$ cat src/rtl/muldiv_seq.sv
// rtl/muldiv_seq.sv - sequential signed multiply/divide engine for the HI/LO registers
module muldiv_seq #(
    parameter int WIDTH = 32
) (
    input  logic             clock,
    input  logic             reset,
    input  logic             start,
    input  logic             op,
    input  logic [WIDTH-1:0] a_in,
    input  logic [WIDTH-1:0] b_in,
    output logic             busy,
    output logic             done,
    output logic             div_zero,
    output logic [WIDTH-1:0] hi_out,
    output logic [WIDTH-1:0] lo_out
);

    localparam logic [1:0] IDLE = 2'd0;
    localparam logic [1:0] RUN  = 2'd1;
    localparam logic [1:0] FIN  = 2'd2;
    localparam logic [1:0] DONE = 2'd3;

    localparam logic [5:0] LAST_ITER = 6'(WIDTH - 1);

    logic [1:0]         state;
    logic [5:0]         iter_cnt;
    logic               op_q;
    logic               neg_lo;
    logic               neg_hi;
    logic               dz_q;
    logic [WIDTH-1:0]   a_mag;
    logic [WIDTH-1:0]   b_mag;
    // MULT: {partial product, remaining multiplier bits}; DIV: {remainder, dividend/quotient}
    logic [2*WIDTH-1:0] acc;

    logic [WIDTH-1:0]   a_abs;
    logic [WIDTH-1:0]   b_abs;
    logic [WIDTH:0]     mult_sum;
    logic [WIDTH+1:0]   div_trial;
    logic [2*WIDTH-1:0] acc_step;
    logic [2*WIDTH-1:0] prod_signed;
    logic [WIDTH-1:0]   quo_signed;
    logic [WIDTH-1:0]   rem_signed;

    assign busy     = (state != IDLE);
    assign done     = (state == DONE);
    assign div_zero = (state == DONE) && dz_q;

    // Operand magnitudes; the most negative value maps to its unsigned magnitude
    always_comb begin
        a_abs = a_in[WIDTH-1] ? (~a_in + 1'b1) : a_in;
        b_abs = b_in[WIDTH-1] ? (~b_in + 1'b1) : b_in;
    end

    // One iteration of shift-add multiply or restoring divide
    always_comb begin
        mult_sum  = {1'b0, acc[2*WIDTH-1:WIDTH]} + (acc[0] ? {1'b0, a_mag} : '0);
        div_trial = {1'b0, acc[2*WIDTH-1:WIDTH], acc[WIDTH-1]} - {2'b00, b_mag};
        acc_step  = '0;
        if (!op_q) begin
            acc_step = {mult_sum, acc[WIDTH-1:1]};
        end else if (!div_trial[WIDTH+1]) begin
            acc_step = {div_trial[WIDTH-1:0], acc[WIDTH-2:0], 1'b1};
        end else begin
            acc_step = {acc[2*WIDTH-2:0], 1'b0};
        end
    end

    // Sign correction of the unsigned results
    always_comb begin
        prod_signed = neg_lo ? (~acc + 1'b1) : acc;
        quo_signed  = neg_lo ? (~acc[WIDTH-1:0] + 1'b1) : acc[WIDTH-1:0];
        rem_signed  = neg_hi ? (~acc[2*WIDTH-1:WIDTH] + 1'b1) : acc[2*WIDTH-1:WIDTH];
    end

    // Controller and datapath registers
    always_ff @(posedge clock) begin
        if (reset) begin
            state    <= IDLE;
            iter_cnt <= '0;
            op_q     <= 1'b0;
            neg_lo   <= 1'b0;
            neg_hi   <= 1'b0;
            dz_q     <= 1'b0;
            a_mag    <= '0;
            b_mag    <= '0;
            acc      <= '0;
            hi_out   <= '0;
            lo_out   <= '0;
        end else begin
            case (state)
                IDLE: begin
                    dz_q <= 1'b0;
                    if (start) begin
                        if (op && (b_in == '0)) begin
                            dz_q  <= 1'b1;
                            state <= DONE;
                        end else begin
                            op_q     <= op;
                            a_mag    <= a_abs;
                            b_mag    <= b_abs;
                            neg_lo   <= a_in[WIDTH-1] ^ b_in[WIDTH-1];
                            neg_hi   <= op ? a_in[WIDTH-1] : (a_in[WIDTH-1] ^ b_in[WIDTH-1]);
                            acc      <= {{WIDTH{1'b0}}, (op ? a_abs : b_abs)};
                            iter_cnt <= '0;
                            state    <= RUN;
                        end
                    end
                end
                RUN: begin
                    acc      <= acc_step;
                    iter_cnt <= iter_cnt + 6'd1;
                    if (iter_cnt == LAST_ITER) begin
                        state <= FIN;
                    end
                end
                FIN: begin
                    if (!op_q) begin
                        hi_out <= prod_signed[2*WIDTH-1:WIDTH];
                        lo_out <= prod_signed[WIDTH-1:0];
                    end else begin
                        hi_out <= rem_signed;
                        lo_out <= quo_signed;
                    end
                    state <= DONE;
                end
                default: begin
                    state <= IDLE;
                end
            endcase
        end
    end

endmodule

$ cat config.mk
export PLATFORM = sky130hd
export DESIGN_NAME = muldiv_seq
export DESIGN_NICKNAME = d
export VERILOG_FILES = /design/src/rtl/muldiv_seq.sv
export SDC_FILE = /design/constraint.sdc
export NUM_CORES = 1
export LEC_CHECK = 0
export ABC_CLOCK_PERIOD_IN_PS = 7750
export CORE_UTILIZATION = 50
export CTS_CLUSTER_SIZE = 30
export DETAILED_ROUTE_END_ITERATION = 10
export HOLD_SLACK_MARGIN = 0.06
export PLACE_DENSITY = 0.71
export SYNTH_ARGS = -nofsm -noshare
export SYNTH_HDL_FRONTEND = slang
export SYNTH_SLANG_ARGS = --single-unit
$ cat constraint.sdc
create_clock -name clock -period 7.75 [get_ports clock]
set_input_delay 1.55 -clock clock [delete_from_list [all_inputs] [get_ports clock]]
set_output_delay 1.55 -clock clock [all_outputs]
set_load 0.01 [all_outputs]
==> results.md, run 1 <==
- Area growth syn-to-layout: 14.9%
- Max FO, Critical Path: 47
- Worst EP arrival: 6.15 ns
- Average size of a mapped cell: 7.81 sq um
- Via count of the first global-routing pass: 12.9k
- Worst hold stages: 2
- Post-synthesis sequential area ratio: 0.275
- Largest net degree at the start of global routing: 112
- Die ar.: 30400 sq um
- Hold buffer count at CTS: 0
- Fin crit share: 0.736
- Placer Congestion: 0.944
- IO Count: 135
- Overall global routing resource usage: 0.297
- Final Net Count: 2090
- Post-CTS Resized: 0
- Share of cells above drive strength 1: 0.0469
- Max_slew headroom: 0.123
- Final global-route overflow total: 0
- H-tree levels: 1
- Initial Util: 0.513
- Crit-path slowest cell: nor2_2
- Netlist cell types: 74
- Die Wd: 174 um
- Tmin final: 5.70 ns
- RSZ-0062 raised after global routing: false
- Mapped Area: 14800 sq um
- Final hold viol count: 0
- Post-synth EDFFs: 0
- Fmax: 0.175 GHz
- Max-capacitance violation count: 0
- Worst-Skew Late Latency: 0.53 ns
- Setup Crit Path Kind: in -> reg
- Longest Clk Path Bufs: 3
- Via count: 14.2k
- CTS Root Cell: clkbuf_16
- Peak VDD IR: 0.229 mV
- Final WL: 46.1 mm
- Final setup violation count: 0
- First-pass GRT wire length: 71.8 mm
- Least-Margin Pin Slew: 1.31 ns
- Clock Skew: 0.0109 ns
- Routed WL per cell: 19.7 um
- Placed inst area: 16300 sq um
- Worst-path cell chain: clkdlybuf4s50_1 > nor4_1 > nand3_1 > nor4_4 > or2_2 > o21ai_4 > nor2_2 > buf_4 > a32oi_1 > o21ai_0
- Initial antenna violation count: 1
- Cell count after synthesis: 1899
- Fillers: 2601
- Detailed Place HPWL: 35.0 mm
- Setup_tns: 0 ns
- Worst R2R Path Depth: 11
- Die Ht: 174 um
- Crit end category: register
- Design Area, Final: 17000 sq um
- Vias per inst: 6.05
- Critical Path RT: 8.20 ns
- Pwr dens: 308 nW/um^2
- Hold Crit Class: reg -> reg
- TritonCTS clock tree: built
- Num CTS Buffers: 24
- Yosys warns: 0
- CP max stage delay: 1.13 ns
- DR iter-0 viols: 1324
- Net count after synthesis: 2043
- FP Rows: 62
- Core area: 28900 sq um
- IO Port Bufs: 134
- Leak Pwr: 0.00640 uW
- Status: finished, final reports clean
- Drt drc: 0
- CP Launch Type: primary input
- Synth Register Bits: 204
- Post-CTS Setup Bufs: 0
- FFs w/ async S/R, synth: 0
- Reg clk slew, reported paths: 0.07 ns
- Sink Count: 204
- Primary FF master, synth: dfxtp_1
- Post-DRT Antenna Nets: 0
- Slew Limit Fails: 0
- Router iterations before antenna repair: 5
## worst paths after layout
kind,from,end,slack (ns)
worst max-delay path,b_in[3],acc[37]$_SDFFE_PP0P_,2.05
worst min-delay path,a_mag[31]$_SDFFE_PP0P_,a_mag[31]$_SDFFE_PP0P_,0.46
worst max register to register,acc[31]$_SDFFE_PP0P_,acc[44]$_SDFFE_PP0P_,3.35
worst min register to register,a_mag[31]$_SDFFE_PP0P_,a_mag[31]$_SDFFE_PP0P_,0.46
## cells by family after synthesis
group	share of synthesized area
AO/OA/AOI/OAI	0.254
adder cells (fa/ha/maj)	0.0651
flip-flops	0.275
AND/OR/NAND/NOR	0.199
buffers and inverters	0.0508
XOR/XNOR	0.100
multiplexers	0.0550
## worst max-delay path, delay by kind of cell
family                 cells  cell delay, ns
and+or+nand+nor            5            3.26
AOI/OAI and AO/OA          3            0.59
buffers and inverters      2            0.74
## per-stage QoR
stage,power [uW],hold WS [ns],worst slack (ns),util,cells
after CTS,5230,0.462,2.10,0.589,2344
after global routing,5600,0.476,1.77,0.589,2344
final,5250,0.460,2.05,0.589,2345
after detailed placement,4100,0.453,1.56,0.562,2304
after floorplan,3340,0.427,3.69,-,1899
after global placement,4050,0.446,1.72,0.562,2304
## cells in the mapped netlist, drive strengths merged, types with 8 or more instances
library cell  instances  area (sq um)
nand2b               32           200
mux2                 12           135
or4                  15           124
clkbuf              100           377
o211ai               24           185
ha                   74           926
nand2               152           571
inv                  68           255
nor4                 20           140
dfxtp               204          4080
mux2i                68           681
a31oi                10          62.6
o41ai                21           203
nor2b                19           119
o21ai                92           460
a21o                 27           203
xnor2                62           543
o221ai               16           140
a211oi              148          1110
a21oi               106           534
a22oi                11          82.6
o31ai                26           200
nor3                 52           260
o22ai                18           113
nand4                10          62.6
xor2                108           946
nor2                223           837
nand3                23           115
buf                  24           121
and2                 38           238
or2                   8          52.6
## layer usage
metal / wire length, um / up-vias / GRT usage
met1: 20800 / 6604 / 0.415
li1: - / 6989 / -
met2: 20400 / 531 / 0.467
met3: 3150 / 68 / 0.0372
met4: 1800 / 0 / 0.110
met5: 0 / - / 0
## where the power goes
group / internal (uW) / total [uW] / leakage [uW] / switching [uW]
logic: 1000 / 2520 / 0.00436 / 1520
clock network: 654 / 1120 / 0.000372 / 463
registers: 1330 / 1610 / 0.00167 / 275
total: 2990 / 5250 / 0.00640 / 2260
## state kept, by name, summed over array words and instances, names as in the netlist, 2 cells and up
signal    flops
lo_out       32
state         2
b_mag        32
acc          64
iter_cnt      6
a_mag        32
hi_out       32
## final cells by class
type	instances	area, sq um	area share
diodes	1	2.50	0.000147
clock buffers	28	636	0.0373
clock inverters	12	136	0.00800
inverters	68	255	0.0150
multi-input cells	1503	10000	0.588
flip-flops and latches	204	4090	0.240
well taps	384	480	0.0282
repair buffers	145	1420	0.0831
## placed cells by master (no fill, tap or decap), types with 52 or more instances in the layout
master,netlist,final
nor2_1,223,221
o21ai_0,92,91
a21oi_1,105,105
ha_1,74,73
inv_1,67,67
nor3_1,52,52
xnor2_1,62,62
a211oi_1,148,148
mux2i_1,68,68
xor2_1,108,108
clkdlybuf4s50_1,0,132
dfxtp_1,204,203
nand2_1,152,152
Note: power is estimated with default switching activity, not from simulation.
==> run 2: changes to the inputs <==
--- a/config.mk
+++ b/config.mk
@@ -5,12 +5,12 @@
 export SDC_FILE = /design/constraint.sdc
 export NUM_CORES = 1
 export LEC_CHECK = 0
-export ABC_CLOCK_PERIOD_IN_PS = 7750
+export ABC_CLOCK_PERIOD_IN_PS = 5200
 export CORE_UTILIZATION = 50
 export CTS_CLUSTER_SIZE = 30
 export DETAILED_ROUTE_END_ITERATION = 10
 export HOLD_SLACK_MARGIN = 0.06
-export PLACE_DENSITY = 0.71
+export PLACE_DENSITY = 0.74
 export SYNTH_ARGS = -nofsm -noshare
 export SYNTH_HDL_FRONTEND = slang
 export SYNTH_SLANG_ARGS = --single-unit
==> constraint.sdc (replaced) <==
create_clock -name clock -period 5.2 [get_ports clock]
set_input_delay 1.04 -clock clock [delete_from_list [all_inputs] [get_ports clock]]
set_output_delay 1.04 -clock clock [all_outputs]
set_load 0.01 [all_outputs]
==> run 2 against run 1 <==
- sequential share of layout area is 0.23 points lower
- sequential power is 51% higher
- global-route usage is 0.15 points higher
- worst hold slack worse by 0.0049 ns
- critical endpoint is now acc[62]$_SDFFE_PP0P_
- largest cell class unchanged
- largest power group unchanged
==> results.md, run 2 (synthesis gave the netlist of run 1 again) <==
- Die Ht: 174 um (unchanged)
- Die ar.: 30400 sq um (unchanged)
- Largest Register: acc (unchanged)
- Setup Crit Path Kind: in -> reg (unchanged)
- Commonest cells after routing, fill and taps aside: 221 x nor2_1, 203 x dfxtp_1, 152 x nand2_1 (unchanged)
- Routed WL per cell: 19.8 um (was 19.7 um)
- Crit-path slowest cell: or4_4 (was nor2_2)
- Final global-route overflow total: 0 (unchanged)
- Largest net degree at the start of global routing: 88 (was 112)
- Leak Pwr: 0.00649 uW (was 0.00640 uW)
- Crit end category: register (unchanged)
- IO Count: 135 (unchanged)
- Post-DRT Antenna Nets: 0 (unchanged)
- CP max stage delay: 0.56 ns (was 1.13 ns)
- Final Net Count: 2099 (was 2090)
- CTS Root Cell: clkbuf_16 (unchanged)
- Initial Util: 0.513 (unchanged)
- Via count: 14.4k (was 14.2k)
- Slew Limit Fails: 0 (unchanged)
- CP Launch Type: primary input (unchanged)
- TritonCTS clock tree: built (unchanged)
- Vias per inst: 6.13 (was 6.05)
- Die Wd: 174 um (unchanged)
- Worst hold stages: 2 (unchanged)
- Hold Startpoint: dz_q$_SDFFE_PP0P_ (was a_mag[31]$_SDFFE_PP0P_)
- Detailed Place HPWL: 35.4 mm (was 35.0 mm)
- H-tree levels: 1 (unchanged)
- DR iter-0 viols: 1275 (was 1324)
- Sink Count: 204 (unchanged)
- Hold Path End: dz_q$_SDFFE_PP0P_ (was a_mag[31]$_SDFFE_PP0P_)
- Share of cells above drive strength 1: 0.0532 (was 0.0469)
- Worst r2r src: acc[31]$_SDFFE_PP0P_ (unchanged)
- Flop-to-flop setup slack: 1.07 ns (was 3.35 ns)
- Critical Path RT: 5.59 ns (was 8.20 ns)
- Worst R2R Path Depth: 11 (unchanged)
- Commonest non-fill, non-tap cell in the layout: nor2_1 (unchanged)
- Initial antenna violation count: 0 (was 1)
- Hold buffer count at CTS: 0 (unchanged)
- Max FFs per register: 64 (unchanged)
- Max FO, Critical Path: 13 (was 47)
- Fillers: 2566 (was 2601)
- RSZ-0062 raised after global routing: false (unchanged)
- Worst EP arrival: 4.52 ns (was 6.15 ns)
- Router iterations before antenna repair: 6 (was 5)
- Drt drc: 0 (unchanged)
- FP Rows: 62 (unchanged)
- IO Port Bufs: 134 (unchanged)
- Post-CTS Resized: 0 (unchanged)
- Final WL: 46.6 mm (was 46.1 mm)
- Status: finished, final reports clean (unchanged)
- First-pass GRT wire length: 72.6 mm (was 71.8 mm)
- Max-capacitance violation count: 0 (unchanged)
- Reg clk slew, reported paths: 0.06 ns (was 0.07 ns)
- Fmax: 0.242 GHz
- Max_slew headroom: 0.192 (was 0.123)
- Final hold viol count: 0 (unchanged)
- # diodes: 0 (was 1)
- Hold Crit Class: reg -> reg (unchanged)
- Num CTS Buffers: 24 (unchanged)
- Worst-Skew Late Latency: 0.55 ns (was 0.53 ns)
- Pwr dens: 465 nW/um^2 (was 308 nW/um^2)
- Worst-path cell chain: clkdlybuf4s50_1 > or4_4 > or4_1 > nor4_4 > nand2b_1 > a21oi_1 > nand3b_2 > nor2_1 > a222oi_1 > o21ai_0 (was clkdlybuf4s50_1 > nor4_1 > nand3_1 > nor4_4 > or2_2 > o21ai_4 > nor2_2 > buf_4 > a32oi_1 > o21ai_0)
- Clock Skew: 0.0361 ns (was 0.0109 ns)
- Final setup violation count: 0 (unchanged)
- Tmin final: 4.13 ns
- Fin crit share: 0.795
- Critical R2R Capture: acc[62]$_SDFFE_PP0P_ (was acc[44]$_SDFFE_PP0P_)
- Longest Clk Path Bufs: 3 (unchanged)
- Sequential Area: 4090 sq um (unchanged)
- Multi-input gate area in the final layout: 10000 sq um (unchanged)
- Via count of the first global-routing pass: 13.3k (was 12.9k)
- Placer Congestion: 0.976 (was 0.944)
- Overall global routing resource usage: 0.299 (was 0.297)
- Core area: 28900 sq um (unchanged)
- Setup_tns: 0 ns (unchanged)
- Peak VDD IR: 0.364 mV (was 0.229 mV)
- Post-CTS Setup Bufs: 0 (unchanged)
- Tot Pwr: 7990 uW (was 5250 uW)
- Area growth syn-to-layout: 16.0% (was 14.9%)
- Least-Margin Pin Slew: 1.20 ns (was 1.31 ns)
==> run 2: changes by cell type in the layout (fill, tap and decap cells not counted), sizes merged <==
cell / change
buf: +9
clkbuf: +5
clkinv: -3
bufinv: +1
clkinvlp: +1
diode: -1
==> run 2: worst max-delay path by stage <==
stage                           end                 start  slack (ns)  cells after the start
2_1_floorplan  acc[26]$_SDFFE_PP0P_              a_in[17]        1.65                     10
3_3_place_gp   acc[62]$_SDFFE_PP0P_              b_in[25]        0.67                     10
3_5_place_dp   acc[62]$_SDFFE_PP0P_              b_in[25]        0.59                     10
4_1_cts        acc[62]$_SDFFE_PP0P_              b_in[25]        1.12                     10
5_1_grt        acc[62]$_SDFFE_PP0P_  acc[31]$_SDFFE_PP0P_        0.88                     11
6_report       acc[62]$_SDFFE_PP0P_              b_in[25]        1.07                     10
==> run 2: layout make-up <==
class                      count  share of cell area
multi-input combinational   1503               0.583
sequential                   204               0.237
timing repair buffer         154              0.0862
clock buffer                  33              0.0409
tap                          384              0.0279
inverter                      68              0.0148
clock inverter                11             0.00982
==> run 2: report_power, final <==
group          switching [uW]  internal, uW
logic                    2240          1500
registers                 448          1990
clock network             713          1110
==> run 2: worst max-delay path: cells and delay by family <==
family                 cells  cell delay (ns)
AOI/OAI and AO/OA          3             0.72
buffers and inverters      1             0.48
and+or+nand+nor            6             2.29
==> run 2: per-layer routing <==
metal / track usage / vias up / part of all wire
met5: 0 / - / 0
met4: 0.152 / 0 / 0.052
met3: 0.0319 / 108 / 0.076
met2: 0.466 / 624 / 0.44
met1: 0.407 / 6720 / 0.43
li1: - / 6985 / -
==> run 2: metrics by stage <==
step | utilization | instances | setup WS (ns) | cell area (sq um) | hold slack (ns)
2_1_floorplan | - | 1899 | 1.65 | 14800 | 0.427
3_3_place_gp | 0.564 | 2313 | 0.666 | 16300 | 0.441
3_5_place_dp | 0.564 | 2313 | 0.588 | 16300 | 0.449
4_1_cts | 0.595 | 2357 | 1.12 | 17200 | 0.458
5_1_grt | 0.595 | 2357 | 0.885 | 17200 | 0.480
6_report | 0.595 | 2357 | 1.07 | 17200 | 0.455
